## src/rtl/rf_wb_arbiter.sv

```systemverilog
// rf_wb_arbiter: shares the single register-file write port between the pipeline
// WB stage and a queue of long-latency results, and keeps a pending-register
// scoreboard that stalls decode on registers with results still outstanding.
// Latency: the port is driven combinationally; a queued result pops no earlier than
// the cycle after its push, and waits at most STARVE_MAX blocked cycles.
// Backpressure: ll_ready drops when the queue is full; pipe_wb_hold asks WB to
// re-present its write during a forced queue drain.
// Ports: clk/rst; pipe_wb_* (WB request, hold); ll_* (result push, ready, issue);
// id_* (decode query, stall); WB_* (register file write port).
module rf_wb_arbiter #(
  parameter int DEPTH      = 2,
  parameter int STARVE_MAX = 4
) (
  input  logic        clk,
  input  logic        rst,
  input  logic        pipe_wb_en,
  input  logic [4:0]  pipe_wb_rd,
  input  logic [31:0] pipe_wb_data,
  output logic        pipe_wb_hold,
  input  logic        ll_valid,
  input  logic [4:0]  ll_rd,
  input  logic [31:0] ll_data,
  output logic        ll_ready,
  input  logic        ll_issue,
  input  logic [4:0]  ll_issue_rd,
  input  logic [4:0]  id_rs1,
  input  logic [4:0]  id_rs2,
  input  logic [4:0]  id_rd,
  output logic        id_stall,
  output logic        WB_RegWrite,
  output logic [4:0]  WB_Write_reg,
  output logic [31:0] WB_Write_data
);

  localparam int AW = (DEPTH > 1) ? $clog2(DEPTH) : 1;
  localparam int CW = $clog2(STARVE_MAX + 1);
  localparam logic [AW:0]   DEPTH_W     = (AW + 1)'(DEPTH);
  localparam logic [CW-1:0] STARVE_LAST = CW'(STARVE_MAX - 1);

  typedef enum logic {NORMAL, FORCE} state_t;

  state_t        state_q, state_d;
  logic [CW-1:0] starve_q, starve_d;
  logic [AW-1:0] rd_ptr_q, wr_ptr_q;
  logic [AW:0]   count_q;
  logic [4:0]    q_rd_q   [DEPTH];
  logic [31:0]   q_data_q [DEPTH];
  logic [31:0]   pending_q, pending_d;

  logic        empty, push, pop, pipe_eff;
  logic [4:0]  head_rd;
  logic [31:0] head_data;

  assign empty     = (count_q == '0);
  assign head_rd   = q_rd_q[rd_ptr_q];
  assign head_data = q_data_q[rd_ptr_q];
  assign pipe_eff  = pipe_wb_en && (pipe_wb_rd != 5'd0);

  // Ready comes from the registered count only, so a full queue never sees a
  // same-cycle pop+push.
  assign ll_ready = !rst && (count_q < DEPTH_W);
  assign push     = ll_valid && ll_ready;

  assign id_stall = !rst && (pending_q[id_rs1] | pending_q[id_rs2] | pending_q[id_rd]);

  always_ff @(posedge clk) begin
    if (rst) begin
      state_q  <= NORMAL;
      starve_q <= '0;
    end else begin
      state_q  <= state_d;
      starve_q <= starve_d;
    end
  end

  always_comb begin
    state_d       = state_q;
    starve_d      = starve_q;
    pop           = 1'b0;
    pipe_wb_hold  = 1'b0;
    WB_RegWrite   = 1'b0;
    WB_Write_reg  = 5'd0;
    WB_Write_data = 32'd0;
    if (!rst) begin
      if (state_q == FORCE) begin
        // Queue head owns the port; the WB instruction is held and retried.
        pipe_wb_hold = 1'b1;
        state_d      = NORMAL;
        starve_d     = '0;
        if (!empty) begin
          pop           = 1'b1;
          WB_RegWrite   = (head_rd != 5'd0);
          WB_Write_reg  = head_rd;
          WB_Write_data = head_data;
        end
      end else begin
        if (pipe_eff) begin
          WB_RegWrite   = 1'b1;
          WB_Write_reg  = pipe_wb_rd;
          WB_Write_data = pipe_wb_data;
        end else if (!empty) begin
          pop           = 1'b1;
          WB_RegWrite   = (head_rd != 5'd0);
          WB_Write_reg  = head_rd;
          WB_Write_data = head_data;
        end
        if (empty || pop) begin
          starve_d = '0;
        end else if (starve_q == STARVE_LAST) begin
          state_d  = FORCE;
          starve_d = '0;
        end else begin
          starve_d = starve_q + 1'b1;
        end
      end
    end
  end

  always_ff @(posedge clk) begin
    if (rst) begin
      rd_ptr_q <= '0;
      wr_ptr_q <= '0;
      count_q  <= '0;
    end else begin
      if (push) wr_ptr_q <= wr_ptr_q + 1'b1;
      if (pop)  rd_ptr_q <= rd_ptr_q + 1'b1;
      case ({push, pop})
        2'b10:   count_q <= count_q + 1'b1;
        2'b01:   count_q <= count_q - 1'b1;
        default: count_q <= count_q;
      endcase
    end
  end

  always_ff @(posedge clk) begin
    if (push) begin
      q_rd_q[wr_ptr_q]   <= ll_rd;
      q_data_q[wr_ptr_q] <= ll_data;
    end
  end

  // Set is applied after clear so a re-issue in the pop cycle keeps the bit.
  always_comb begin
    pending_d = pending_q;
    if (pop)      pending_d[head_rd]     = 1'b0;
    if (ll_issue) pending_d[ll_issue_rd] = 1'b1;
    pending_d[0] = 1'b0;
  end

  always_ff @(posedge clk) begin
    if (rst) pending_q <= '0;
    else     pending_q <= pending_d;
  end

endmodule

```

## config.mk

```make
export PLATFORM = sky130hd
export DESIGN_NAME = rf_wb_arbiter
export DESIGN_NICKNAME = d
export VERILOG_FILES = /design/src/rtl/rf_wb_arbiter.sv
export SDC_FILE = /design/constraint.sdc
export NUM_CORES = 1
export LEC_CHECK = 0
export ABC_CLOCK_PERIOD_IN_PS = 8000
export CORE_MARGIN = 2
export CORE_UTILIZATION = 45
export DETAILED_ROUTE_END_ITERATION = 12
export PLACE_DENSITY = 0.82
export SYNTH_ARGS = -nofsm -noshare
export SYNTH_HDL_FRONTEND = slang
export SYNTH_SLANG_ARGS = --single-unit
```

## constraint.sdc

```tcl
create_clock -name clk -period 8 [get_ports clk]
set_input_delay 1.2 -clock clk [delete_from_list [all_inputs] [get_ports clk]]
set_output_delay 1.2 -clock clk [all_outputs]
set_load 0.02 [all_outputs]
```

==> flow_summary.json <==
{
  "outcome": "completed",
  "holdBufCountCts": 0,
  "ir_drop_uv": 166,
  "wl_per_cell_um": 18.3,
  "synthXorXnorAreaFrac": 0.00622,
  "die_area_mm2": 0.0134,
  "critical_path_required_ns": 6.80,
  "final.period_utilization": 0.691,
  "synth.cell_area_mm2": 0.00563,
  "r2r_end": "count_q[1]$_SDFFE_PP0P_",
  "crit_start": "pipe_wb_rd[1]",
  "postSynthNetCount": 582,
  "cts.clk_slew.worst_paths_ns": 0.05,
  "routed_wirelength_um": 14600,
  "arrival_ns": 4.33,
  "synth_top_area_frac": 0.394,
  "io_buffers": 139,
  "cts_setup_buffers": 0,
  "cts.sink_count": 114,
  "cts_tree": "yes",
  "synth_top_family_by_area": "multiplexers",
  "via_count": 4474,
  "dp_cells": 766,
  "die_h_um": 116,
  "worstSetupEndpointType": "output pin",
  "yosysTopAreaCell": "edfxtp_1",
  "yosysSeqAreaShare": 0.537,
  "total_power_uw": 1660,
  "max_cap_violations": 0,
  "dr.pass1.iters": 5,
  "maxSlewViolCount": 0,
  "period_minus_slack_ns": 5.53,
  "root_buffer": "clkbuf_16",
  "skew_ns": 0.0100,
  "gp_congestion": 0.887,
  "fp-row-count": 40,
  "fin_nets": 719,
  "core_area_mm2": 0.0121,
  "post-dp-hpwl_um": 10300,
  "ctsResizeCount": 0,
  "worstSkewPairLatency_ns": 0.41,
  "syn2layout_area_growth_pct": 37.1,
  "htree_levels": 4,
  "grt_pass1_wl_um": 23300,
  "grt_antenna_before_repair": 0,
  "tns_ns": 0,
  "fill_cells": 935,
  "synth_mux_area_frac": 0.177,
  "synth_edf_count": 74,
  "max_freq_ghz": 0.181,
  "start_kind": "input port",
  "cpMaxStageDelayCell": "clkdlybuf4s50_1",
  "min_from": "starve_q[0]$_SDFF_PP0_",
  "route.antenna.remaining_nets": 0,
  "cts_buffers": 17,
  "slew_headroom": 0.246,
  "cpPeakStageDelay_ns": 0.65,
  "yosysMostFrequentCell": "nand2_1",
  "grt_overflow": 0,
  "worst_slew_pin_slew_ns": 1.13,
  "worst-path-max-fanout": 37,
  "yosys_register_bits": 114,
  "synth_fa_ha_area_frac": 0.00666,
  "grt_start_max_net_pins": 49,
  "crit_path_frequent_cell": "clkdlybuf4s50_1",
  "syn_inst": 480,
  "hold_viol": 0,
  "yosys_warnings": 0,
  "critPathKind": "input port to output pin",
  "yosysUniqueCellTypes": 39,
  "worstHoldEndpoint": "starve_q[0]$_SDFF_PP0_",
  "synth_area_leaders": "edfxtp_1, dfxtp_1, mux2i_1",
  "finalSetupViolCount": 0,
  "grt_pass1_vias": 4725,
  "synth-compound-area-share": 0.131,
  "start_util": 0.465,
  "reg2reg_from": "state_q$_SDFF_PP0_",
  "synth-simple-area-share": 0.116,
  "ys.flop_type": "edfxtp_1",
  "drc": 0,
  "synthTopCellsByCount": "nand2_1, edfxtp_1, mux2i_1",
  "syn_avg_cell_area_um2": 11.7,
  "viasPerCell": 5.61,
  "drtIter0Drc": 377,
  "path_cells": "clkdlybuf4s50_1 > or4_4 > o21ai_4 > and2_4 > nand2b_2 > o21ai_0 > clkdlybuf4s50_1",
  "power_density_mw_per_mm2": 215,
  "cts_buffer_depth": 2,
  "die_x_um": 116,
  "regToRegSetupSlack_ns": 5.21,
  "layout-drive-gt1-share": 0.144,
  "leakage_uw": 0.00258,
  "reg2reg_depth": 8,
  "post_layout_nonfiller_instances": 798,
  "grtUsageTotal": 0.228,
  "ios": 140,
  "async_flop_share": 0,
  "hp-class": "flop to flop",
  "hold_depth": 1,
  "rsz0062_at_grt": "no",
  "antennaDiodeCount": 0
}
==> area by class of cell <==
class	instances	area, um^2	area share
well taps	168	210	0.0272
multi-input cells	337	2480	0.321
clock inverters	12	140	0.0182
inverters	5	18.8	0.00243
repair buffers	142	1410	0.183
clock buffers	20	437	0.0566
flip-flops and latches	114	3020	0.392
==> routing by layer <==
metal / GRT usage / routed length, um / vias to the layer above
met2: 0.387 / 7350 / 227
li1: - / - / 2073
met4: 0.0960 / 265 / 0
met1: 0.274 / 5730 / 2149
met3: 0.0649 / 1230 / 25
met5: 0 / 0 / -
==> cell usage in the layout (no fill, tap or decap), types with 2 or more instances in the layout <==
| cell type | n |
|---|---|
| mux4_2 | 21 |
| o21ai_2 | 29 |
| o21ai_0 | 41 |
| nor3b_1 | 6 |
| clkinvlp_4 | 3 |
| nand4b_1 | 4 |
| a21oi_1 | 36 |
| and3b_1 | 3 |
| o32ai_1 | 2 |
| and3_1 | 3 |
| edfxtp_1 | 74 |
| xnor2_1 | 2 |
| ha_1 | 3 |
| nor2_1 | 14 |
| mux2_2 | 2 |
| clkinv_2 | 4 |
| dfxtp_1 | 39 |
| xor2_1 | 2 |
| mux2i_1 | 50 |
| a2111oi_0 | 3 |
| bufinv_16 | 3 |
| and2_1 | 2 |
| nor2b_1 | 5 |
| a22o_1 | 2 |
| inv_1 | 5 |
| buf_4 | 3 |
| nor3_1 | 4 |
| clkbuf_1 | 3 |
| clkinv_1 | 2 |
| nand2b_1 | 2 |
| clkdlybuf4s50_1 | 139 |
| nand2_1 | 85 |
| nand3b_1 | 3 |
| clkbuf_16 | 17 |
==> logic make-up (layout without fill, tap and decap cells) <==
kind of cell	after synthesis	count (layout)
AND/OR/NAND/NOR	140	140
AO/OA/AOI/OAI	117	117
flip-flops	114	114
multiplexers	73	73
buffers and inverters	29	179
XOR/XNOR	4	4
adder cells (fa/ha/maj)	3	3
==> worst max-delay path, delay by kind of cell <==
family	cells	cell delay, ns
and+or+nand+nor	3	1.35
buffers and inverters	2	1.12
AOI/OAI and AO/OA	2	0.64
==> where the power goes <==
part / internal, uW / switching, uW
sequential: 653 / 9.97
clock: 484 / 254
combinational: 121 / 135
total: 1260 / 400
==> sequential cells by signal (all words and copies together) (netlist names), named ones only <==
register	cells
q_data_q	64
pending_q	31
q_rd_q	10
starve_q	3
count_q	2
rd_ptr_q	1
state_q	1
wr_ptr_q	1
==> worst max-delay path by stage <==
| stage | endpoint |
|---|---|
| 3_3_place_gp | WB_Write_data[31] |
| 6_report | WB_Write_reg[4] |
| 4_1_cts | WB_Write_reg[4] |
| 2_1_floorplan | WB_Write_data[18] |
| 5_1_grt | WB_Write_data[21] |
| 3_5_place_dp | WB_Write_reg[4] |
==> metrics by stage <==
step	setup WS, ns	hold WS (ns)	area [um^2]	util
finish	2.47	0.427	7720	0.637
CTS	2.43	0.429	7720	0.637
global route	2.25	0.462	7720	0.637
floorplan	4.00	0.399	5630	-
global placement	2.54	0.408	7140	0.590
detailed placement	2.46	0.423	7140	0.590
No activity file was read; power rests on OpenSTA's default activity.
